`src/rtl/arith_pkg.sv`:
```
`default_nettype none
// ============================================================================
//  Module      : arith_pkg
//  Description : Shared constants and types for the bit-serial arithmetic
//                cells. Holds the default operand width and the controller
//                state encoding used by serial_subtractor.
//  Contents    : ARITH_WIDTH  - default operand/result width
//                state_t      - controller states (2'd3 is unused/illegal)
//  Revision    : 1.0 - initial release
// ============================================================================
package arith_pkg;

    localparam int ARITH_WIDTH = 8;

    // 2'd3 is never entered deliberately; the controller treats it as IDLE.
    typedef enum logic [1:0] {
        ST_IDLE  = 2'd0,
        ST_SHIFT = 2'd1,
        ST_DONE  = 2'd2
    } state_t;

endpackage
`default_nettype wire

```
`src/rtl/serial_subtractor_if.sv`:
```
`default_nettype none
// ============================================================================
//  Module      : serial_subtractor_if
//  Description : Request/response bundle for the bit-serial subtractor.
//  Ports       : start       - request a new subtraction (master -> slave)
//                a, b        - minuend / subtrahend      (master -> slave)
//                busy        - operation is shifting     (slave -> master)
//                done        - one-cycle result strobe   (slave -> master)
//                diff        - a - b mod 2^WIDTH         (slave -> master)
//                borrow      - 1 when a < b, unsigned    (slave -> master)
//  Revision    : 1.0 - initial release
// ============================================================================
interface serial_subtractor_if
    import arith_pkg::*;
#(
    parameter int WIDTH = ARITH_WIDTH
);
    logic             start;
    logic [WIDTH-1:0] a;
    logic [WIDTH-1:0] b;
    logic             busy;
    logic             done;
    logic [WIDTH-1:0] diff;
    logic             borrow;

    modport master (
        output start, a, b,
        input  busy, done, diff, borrow
    );

    modport slave (
        input  start, a, b,
        output busy, done, diff, borrow
    );
endinterface
`default_nettype wire

```
`src/rtl/half_subtractor.sv`:
```
`default_nettype none
// ============================================================================
//  Module      : half_subtractor
//  Description : One-bit half subtractor, computes x - y.
//  Ports       : x  - minuend bit
//                y  - subtrahend bit
//                d  - difference bit  (x ^ y)
//                bo - borrow out      (~x & y)
//  Revision    : 1.0 - initial release
// ============================================================================
module half_subtractor (
    input  wire logic x,
    input  wire logic y,
    output logic      d,
    output logic      bo
);
    assign d  = x ^ y;
    assign bo = ~x & y;
endmodule
`default_nettype wire

```
`src/rtl/serial_subtractor.sv`:
```
`default_nettype none
// ============================================================================
//  Module      : serial_subtractor
//  Description : Bit-serial subtractor, diff = a - b over WIDTH cycles, LSB
//                first. One registered borrow bit feeds a full-subtract cell
//                made of two half subtractors. A start/busy/done handshake
//                accepts one operation at a time; a new start is accepted
//                in IDLE or in the DONE cycle (back-to-back).
//  Ports       : clk  - rising-edge clock
//                rst  - synchronous active-high reset
//                bus  - serial_subtractor_if slave (start, a, b, busy, done,
//                       diff, borrow)
//  Revision    : 1.0 - initial release
// ============================================================================
module serial_subtractor
    import arith_pkg::*;
#(
    parameter int WIDTH = ARITH_WIDTH
) (
    input  wire logic          clk,
    input  wire logic          rst,
    serial_subtractor_if.slave bus
);

    // One extra bit so the counter never wraps inside an operation.
    localparam int             CW     = $clog2(WIDTH) + 1;
    localparam logic [CW-1:0]  C_LAST = CW'(WIDTH - 1);
    localparam logic [CW-1:0]  C_ONE  = CW'(1);

    state_t           r_state;
    logic [WIDTH-1:0] r_sa;
    logic [WIDTH-1:0] r_sb;
    logic [WIDTH-1:0] r_res;
    logic             r_bin;
    logic [CW-1:0]    r_count;
    logic             r_busy;
    logic             r_done;
    logic [WIDTH-1:0] r_diff;
    logic             r_borrow;

    logic             w_d0;
    logic             w_bo0;
    logic             w_d;
    logic             w_bo1;
    logic             w_bout;
    logic [WIDTH-1:0] w_res_next;

    // ------------------------------------------------------------------
    // Full-subtract cell: x - y - bin.
    //   first stage : x - y
    //   second stage: (x ^ y) - bin
    //   bout        : either stage borrowed
    // ------------------------------------------------------------------
    half_subtractor u_hs_xy (
        .x  (r_sa[0]),
        .y  (r_sb[0]),
        .d  (w_d0),
        .bo (w_bo0)
    );

    half_subtractor u_hs_bin (
        .x  (w_d0),
        .y  (r_bin),
        .d  (w_d),
        .bo (w_bo1)
    );

    assign w_bout = w_bo0 | w_bo1;

    // Result register shifts right with the new bit entering at the MSB,
    // so after WIDTH shifts bit 0 holds the first (LSB) difference bit.
    // Written as shift-then-overwrite so WIDTH=1 needs no special case.
    always_comb begin
        w_res_next            = r_res >> 1;
        w_res_next[WIDTH-1]   = w_d;
    end

    // ------------------------------------------------------------------
    // Controller and datapath registers.
    // ------------------------------------------------------------------
    always_ff @(posedge clk) begin
        if (rst) begin
            r_state  <= ST_IDLE;
            r_sa     <= '0;
            r_sb     <= '0;
            r_res    <= '0;
            r_bin    <= 1'b0;
            r_count  <= '0;
            r_busy   <= 1'b0;
            r_done   <= 1'b0;
            r_diff   <= '0;
            r_borrow <= 1'b0;
        end else begin
            case (r_state)
                ST_IDLE: begin
                    r_done <= 1'b0;
                    if (bus.start) begin
                        r_state <= ST_SHIFT;
                        r_sa    <= bus.a;
                        r_sb    <= bus.b;
                        r_res   <= '0;
                        r_bin   <= 1'b0;
                        r_count <= '0;
                        r_busy  <= 1'b1;
                    end
                end

                ST_SHIFT: begin
                    r_res   <= w_res_next;
                    r_sa    <= r_sa >> 1;
                    r_sb    <= r_sb >> 1;
                    r_bin   <= w_bout;
                    r_count <= r_count + C_ONE;
                    // Outputs only move here, so partial results stay hidden.
                    if (r_count == C_LAST) begin
                        r_state  <= ST_DONE;
                        r_busy   <= 1'b0;
                        r_done   <= 1'b1;
                        r_diff   <= w_res_next;
                        r_borrow <= w_bout;
                    end
                end

                ST_DONE: begin
                    r_done <= 1'b0;
                    if (bus.start) begin
                        r_state <= ST_SHIFT;
                        r_sa    <= bus.a;
                        r_sb    <= bus.b;
                        r_res   <= '0;
                        r_bin   <= 1'b0;
                        r_count <= '0;
                        r_busy  <= 1'b1;
                    end else begin
                        r_state <= ST_IDLE;
                    end
                end

                default: begin
                    r_state <= ST_IDLE;
                    r_busy  <= 1'b0;
                    r_done  <= 1'b0;
                end
            endcase
        end
    end

    assign bus.busy   = r_busy;
    assign bus.done   = r_done;
    assign bus.diff   = r_diff;
    assign bus.borrow = r_borrow;

endmodule
`default_nettype wire

```
`src/flat_wrapper.sv`:
```
// flat-port wrapper written by rule: the top's interface ports become plain ports
module serial_subtractor_flat import arith_pkg::*;
#(
    parameter int WIDTH = ARITH_WIDTH
)
  (clk, rst, bus_start, bus_a, bus_b, bus_busy, bus_done, bus_diff, bus_borrow);
  serial_subtractor_if #(.WIDTH(WIDTH)) bus_i ();
  input  wire logic clk;
  input  wire logic rst;
  input wire logic [$bits(bus_i.start)-1:0] bus_start;
  input wire logic [$bits(bus_i.a)-1:0] bus_a;
  input wire logic [$bits(bus_i.b)-1:0] bus_b;
  output wire logic [$bits(bus_i.busy)-1:0] bus_busy;
  output wire logic [$bits(bus_i.done)-1:0] bus_done;
  output wire logic [$bits(bus_i.diff)-1:0] bus_diff;
  output wire logic [$bits(bus_i.borrow)-1:0] bus_borrow;
  assign bus_i.start = bus_start;
  assign bus_i.a = bus_a;
  assign bus_i.b = bus_b;
  assign bus_busy = bus_i.busy;
  assign bus_done = bus_i.done;
  assign bus_diff = bus_i.diff;
  assign bus_borrow = bus_i.borrow;
  serial_subtractor #(.WIDTH(WIDTH)) u_core (.clk(clk), .rst(rst), .bus(bus_i));
endmodule
```
`config.mk`:
```
export PLATFORM = sky130hd
export DESIGN_NAME = serial_subtractor_flat
export DESIGN_NICKNAME = d
export VERILOG_FILES = /design/src/rtl/arith_pkg.sv /design/src/rtl/serial_subtractor_if.sv /design/src/rtl/half_subtractor.sv /design/src/rtl/serial_subtractor.sv /design/src/flat_wrapper.sv
export SDC_FILE = /design/constraint.sdc
export NUM_CORES = 1
export LEC_CHECK = 0
export ABC_AREA = 1
export CAP_MARGIN = 15
export CORE_MARGIN = 4
export CORE_UTILIZATION = 36
export DETAILED_ROUTE_END_ITERATION = 12
export PLACE_DENSITY = 0.65
export SLEW_MARGIN = 10
export SYNTH_ARGS = -nofsm -noshare
export SYNTH_HDL_FRONTEND = slang
export SYNTH_SLANG_ARGS = --single-unit
```
`constraint.sdc`:
```
create_clock -name clk -period 2.3 [get_ports clk]
set_clock_uncertainty 0.1 [all_clocks]
set_input_delay 0.23 -clock clk [delete_from_list [all_inputs] [get_ports clk]]
set_output_delay 0.23 -clock clk [all_outputs]
set_load 0.02 [all_outputs]
```
==> impl_metrics.json, run 1 <==
{
  "wl_um": 3660,
  "cpLargestDelayFamily": "buffers and inverters",
  "synth-seq-area-share_pct": 47.6,
  "grt_pass1_vias": 1444,
  "netlist_area_um2": 1730,
  "start_kind": "register",
  "endpoint": "bus_busy",
  "synth.distinct_cells": 20,
  "fin_area_um2": 2150,
  "pin_count": 30,
  "max_stage_delay_ps": 620,
  "cts.htree.levels": 2,
  "synth_nets": 260,
  "crit_chain": "clkdlybuf4s50_1",
  "dr.first_iter.drc_count": 89,
  "worstMarginPinSlew_ps": 339,
  "syn_area_per_cell_um2": 7.22,
  "path_max_fanout": 2,
  "initial_utilization_pct": 38.3,
  "postRouteAntennaNets": 0,
  "hold_violations": 0,
  "cts_made_buffers": 5,
  "root_buffer": "clkbuf_8",
  "overflow": 0,
  "pwr-share-comb_pct": 13.3,
  "insertedDiodeCount": 0,
  "grt_use_total_pct": 13.3,
  "worstSetupEndpointType": "output pin",
  "hpwl_um": 2500,
  "drt_first_pass_iters": 4,
  "internal_power_uw": 1100,
  "port_buffers": 29,
  "ys_seq_elements": 41,
  "status": "completed",
  "via_per_inst": 4.79,
  "power_density_nw_per_um2": 686,
  "clk_path_buf_depth": 2,
  "syn_inst": 239,
  "fill_cells": 480,
  "post_cts_buffers": 0,
  "swShare_pct": 25.6,
  "drc_errors": 0,
  "wl_per_cell_um": 11.4,
  "p_clk_share_pct": 34.7,
  "placed_cell_area_um2": 2050,
  "die_h_um": 77.2,
  "ir_drop_mv": 0.256,
  "reg2regPathDepth": 6,
  "drive_above_1_share_pct": 7.41,
  "setup_tns_ps": 0,
  "p_sw_uw": 377,
  "fmax_ghz": 0.628,
  "gp_congestion": 0.785,
  "grt_max_degree": 20,
  "drv_slew": 0,
  "worst-setup-path-type": "register to output pin",
  "setup_viol": 0,
  "drv_cap": 0,
  "rows": 24,
  "rsz0062_at_grt": "no",
  "hold_path.class": "register to register",
  "critPathArrivalTime_ps": 1260,
  "clkLatencyLatePin_ps": 290,
  "antenna_found_initial": 0,
  "cts-hold-fix-buffers": 0,
  "cts_sinks": 41,
  "worst-path-stages": 1,
  "cp_num_buf_inv": 1,
  "syn2layout_area_growth_pct": 24.7,
  "r2r-start": "u_core.r_count[0]",
  "rr_endpoint": "u_core.bus.diff[4]",
  "nets": 290,
  "cts_tree": "done",
  "core-area_um2": 4500,
  "p_leak_uw": 0.000908,
  "finalCritPeriodShare_pct": 69.2,
  "startpoint": "u_core.bus.busy",
  "grt_pass1_wl_um": 6410,
  "cts.clk_slew.worst_paths_ps": 80,
  "pwr-share-seq_pct": 52.0,
  "yosysWarnings": 0,
  "die_w_um": 77.2,
  "die_area_um2": 5960,
  "cp_data_required_time_ps": 1970,
  "min_period_ps": 1590,
  "critPathSlowestCell": "clkdlybuf4s50_1",
  "vias": 1541,
  "rrSetupSlack_ps": 750,
  "relSlewSlack_pct": 77.4,
  "cts_resized": 0
}
-- layout make-up --
cell class,count,area (um2),share of cell area [%]
clock buffer,7,96.3,4.48
clock inverter,1,5.00,0.233
inverter,10,40.0,1.86
multi-input combinational,177,796,37.0
sequential,41,821,38.2
tap,52,65.1,3.03
timing repair buffer,34,328,15.2
-- worst min-delay path by stage --
stage,slack (ps),cells after the start,to,start
2_1_floorplan,200,1,u_core.r_sa[7],rst
6_report,370,2,u_core.bus.diff[3],u_core.r_res[4]
5_1_grt,390,2,u_core.bus.diff[3],u_core.r_res[4]
4_1_cts,370,2,u_core.bus.diff[1],u_core.r_res[2]
3_5_place_dp,360,2,u_core.bus.diff[5],u_core.r_res[6]
3_3_place_gp,350,2,u_core.bus.done,u_core.bus.done
-- flip-flops by register name, indices dropped and copies added, names as in the netlist --
register / flops
u_core.r_res: 7
u_core.r_bin: 1
u_core.bus.diff: 8
u_core.r_state: 2
u_core.r_sb: 8
u_core.bus.busy: 1
u_core.bus.borrow: 1
u_core.bus.done: 1
u_core.r_sa: 8
u_core.r_count: 4
-- synthesized netlist by cell type --
cell type	number	area [um2]
clkbuf_1	3	11.3
inv_2	1	3.75
nor2_1	36	135
ha_1	1	12.5
nand4_1	1	6.26
nand2_2	1	6.26
buf_6	2	22.5
buf_4	2	15.0
inv_4	1	6.26
nand3b_1	1	7.51
dfxtp_1	41	821
nand2_1	78	293
fa_1	1	20.0
nand3_1	21	105
nand2_4	2	22.5
buf_2	4	20.0
a21oi_1	17	85.1
inv_1	8	30.0
nor2_4	2	22.5
o21ai_0	16	80.1
-- power groups by stage --
stage / logic (uW) / registers, uW / clock network (uW)
floorplan: 138 / 779 / 0
global placement: 195 / 783 / 0
detailed placement: 197 / 783 / 0
CTS: 198 / 767 / 528
global route: 224 / 771 / 567
finish: 195 / 767 / 512
-- layer usage --
metal / track usage (%) / vias to the layer above / wire length [um]
li1: - / 818 / -
met1: 16.8 / 685 / 1790
met2: 20.6 / 32 / 1640
met3: 4.68 / 6 / 170
met4: 5.52 / 0 / 60
met5: 0 / - / 0
-- cells by family after synthesis --
group	count (synthesis)	synth area share, %
simple gates	142	34.7
buf+inv	21	6.31
compound gates	33	9.57
flops	41	47.6
fa+ha+maj	2	1.89
-- per-stage QoR --
step	setup slack [ps]	total power [uW]	utilization [%]	std cells	hold slack, ps
after global placement	674	978	45.5	314	352
after CTS	684	1490	47.8	322	371
final	707	1470	47.8	322	366
after global routing	618	1560	47.8	322	391
after floorplan	1010	917	-	239	199
after detailed placement	628	980	45.5	314	358
-- placed cells by master (no fill, tap or decap), drive strengths merged, types with 5 or more instances in the layout --
cell           instances
nand2                 81
dfxtp                 41
nor2                  38
clkdlybuf4s50         29
nand3                 21
a21oi                 17
o21ai                 16
inv                   10
clkbuf                 7
buf                    5
No activity file was read; power rests on OpenSTA's default activity.
==> run 2, diff against run 1 <==
--- a/config.mk
+++ b/config.mk
@@ -10,7 +10,7 @@
 export CORE_MARGIN = 4
 export CORE_UTILIZATION = 36
 export DETAILED_ROUTE_END_ITERATION = 12
-export PLACE_DENSITY = 0.65
+export PLACE_DENSITY = 0.67
 export SLEW_MARGIN = 10
 export SYNTH_ARGS = -nofsm -noshare
 export SYNTH_HDL_FRONTEND = slang
==> constraint.sdc (replaced) <==
create_clock -name clk -period 1.3 [get_ports clk]
set_clock_uncertainty 0.1 [all_clocks]
set_input_delay 0.13 -clock clk [delete_from_list [all_inputs] [get_ports clk]]
set_output_delay 0.13 -clock clk [all_outputs]
set_load 0.02 [all_outputs]
==> run 2 against run 1 <==
Sequential power rose by 77%. Critical endpoint is now u_core.r_res[7]. Design area increased by 6.7%. Via count grew 5.1%. Register-to-register slack got worse by 710 ps. Die area is the same. Sequential cell count unchanged. Critical path type is now register to register. First-iteration DRC count down 27%. Non-clock buffer count grew 13. Critical path depth rose by 3.
==> impl_metrics.json, run 2 (synthesized netlist as in run 1, its figures left out) <==
{
  "drv_slew": 0,
  "cp_num_buf_inv": 1,
  "die_area_um2": 5960,
  "critPathArrivalTime_ps": 1380,
  "met2_length_um": 1860,
  "syn2layout_area_growth_pct": 33.1,
  "clk_path_buf_depth": 2,
  "fmax_ghz": 0.795,
  "hpwl_um": 2670,
  "hold_violations": 0,
  "die_w_um": 77.2,
  "p_leak_uw": 0.00104,
  "drv_cap": 0,
  "drive_above_1_share_pct": 16.5,
  "min_period_ps": 1260,
  "cts.clk_slew.worst_paths_ps": 70,
  "internal_power_uw": 1980,
  "core-area_um2": 4500,
  "cpLargestDelayFamily": "adder cells",
  "pin_count": 30,
  "pwr-share-comb_pct": 15.1,
  "die_h_um": 77.2,
  "dr.first_iter.drc_count": 65,
  "grt_use_total_pct": 13.8,
  "finalCritPeriodShare_pct": 96.8,
  "grt_pass1_wl_um": 6710,
  "clkLatencyLatePin_ps": 290,
  "crit_chain": "inv_2, fa_1, nand2_1, a21oi_1",
  "hold_path.class": "primary input to register",
  "antenna_found_initial": 0,
  "critPathSlowestCell": "fa_1",
  "final_cell_count_no_fill": 336,
  "wl_um": 3880,
  "cts_tree": "done",
  "path_max_fanout": 2,
  "m1WireLength_um": 1770,
  "pwr-share-seq_pct": 51.3,
  "initial_utilization_pct": 38.3,
  "setup_viol": 0,
  "vias": 1620,
  "insertedDiodeCount": 0,
  "rsz0062_at_grt": "yes",
  "rrSetupSlack_ps": 40,
  "drc_errors": 0,
  "via_per_inst": 4.82,
  "grt_max_degree": 18,
  "drt_first_pass_iters": 4,
  "grt_pass1_vias": 1493,
  "top_layer_used": "met4",
  "overflow": 0,
  "dpl.cell_count": 327,
  "p_sw_uw": 677,
  "power_density_nw_per_um2": 1160,
  "cts.htree.levels": 2,
  "fill_cells": 441,
  "gp_congestion": 0.849,
  "root_buffer": "clkbuf_8",
  "rows": 24,
  "start_kind": "register",
  "cts_sinks": 41,
  "port_buffers": 29,
  "wl_per_cell_um": 11.6,
  "worstSetupEndpointType": "register",
  "final_util_pct": 51.0,
  "worstMarginPinSlew_ps": 238,
  "ir_drop_mv": 0.347,
  "p_clk_share_pct": 33.7,
  "setup_tns_ps": 0,
  "mostFrequentLayoutCell": "nand2_1",
  "worst-setup-path-type": "register to register",
  "whs_ps": 301,
  "cts_made_buffers": 5,
  "route.met3.wl_um": 187,
  "final_cell_mix": "nand2_1, dfxtp_1, nor2_1, nand3_1",
  "post_cts_buffers": 0,
  "relSlewSlack_pct": 84.1,
  "postRouteAntennaNets": 0,
  "cp_data_required_time_ps": 1420,
  "nets": 304,
  "status": "completed",
  "max_stage_delay_ps": 540,
  "swShare_pct": 25.5
}
## run 2: cell types whose count changed in the layout (fill, tap and decap cells not counted), sizes merged
cell	change
nor2	+1
clkdlybuf4s50	-11
buf	+13
dlygate4sd2	+11
## run 2: final timing paths
kind                         from            endpoint  cells past startpoint
hold / removal           bus_b[7]      u_core.r_sb[7]                      3
setup reg to reg   u_core.r_sb[0]     u_core.r_res[7]                      4
hold reg to reg   u_core.r_res[7]  u_core.bus.diff[6]                      2
setup / recovery   u_core.r_sb[0]     u_core.r_res[7]                      4
## run 2: worst reg2reg max path: stages (launching register included)
cell and delay (ps):
dfxtp_2 340, inv_2 40, fa_1 540, nand2_1 60, a21oi_1 110
## run 2: power groups by stage
stage / combinational (uW) / sequential, uW / clock [uW]
floorplan: 244 / 1380 / 0
global placement: 387 / 1390 / 0
detailed placement: 388 / 1390 / 0
CTS: 392 / 1360 / 918
global route: 455 / 1370 / 973
finish: 400 / 1360 / 895
## run 2: per-layer routing
metal  GRT usage (%)  up-vias
met2            22.0       36
met1            17.1      728
met4            6.05        0
li1                -      852
met5               0        -
met3            4.10        4
## run 2: through the flow
stage,worst slack (ps),cell area (um2),power (uW)
detailed placement,-126,2150,1770
CTS,12.4,2240,2670
floorplan,13.4,1730,1620
global placement,-110,2150,1770
finish,41.6,2300,2660
global route,-11.9,2300,2800
## run 2: cell type report
cell class | count | area (um2) | area share, %
multi-input combinational | 178 | 845 | 36.8
clock inverter | 1 | 5.00 | 0.218
inverter | 10 | 42.5 | 1.85
timing repair buffer | 47 | 412 | 17.9
sequential | 41 | 831 | 36.2
tap | 52 | 65.1 | 2.83
clock buffer | 7 | 96.3 | 4.20
## run 2: timing repair
| action | 4_1_cts | 5_1_grt |
|---|---|---|
| endpoints found under the hold margin | 0 | 0 |
| pin swaps | 1 | 7 |
| endpoints found under the setup margin | 26 | 19 |
| hold buffers | 0 | 0 |
| gates cloned | 0 | 1 |
| gates resized for setup | 15 | 19 |
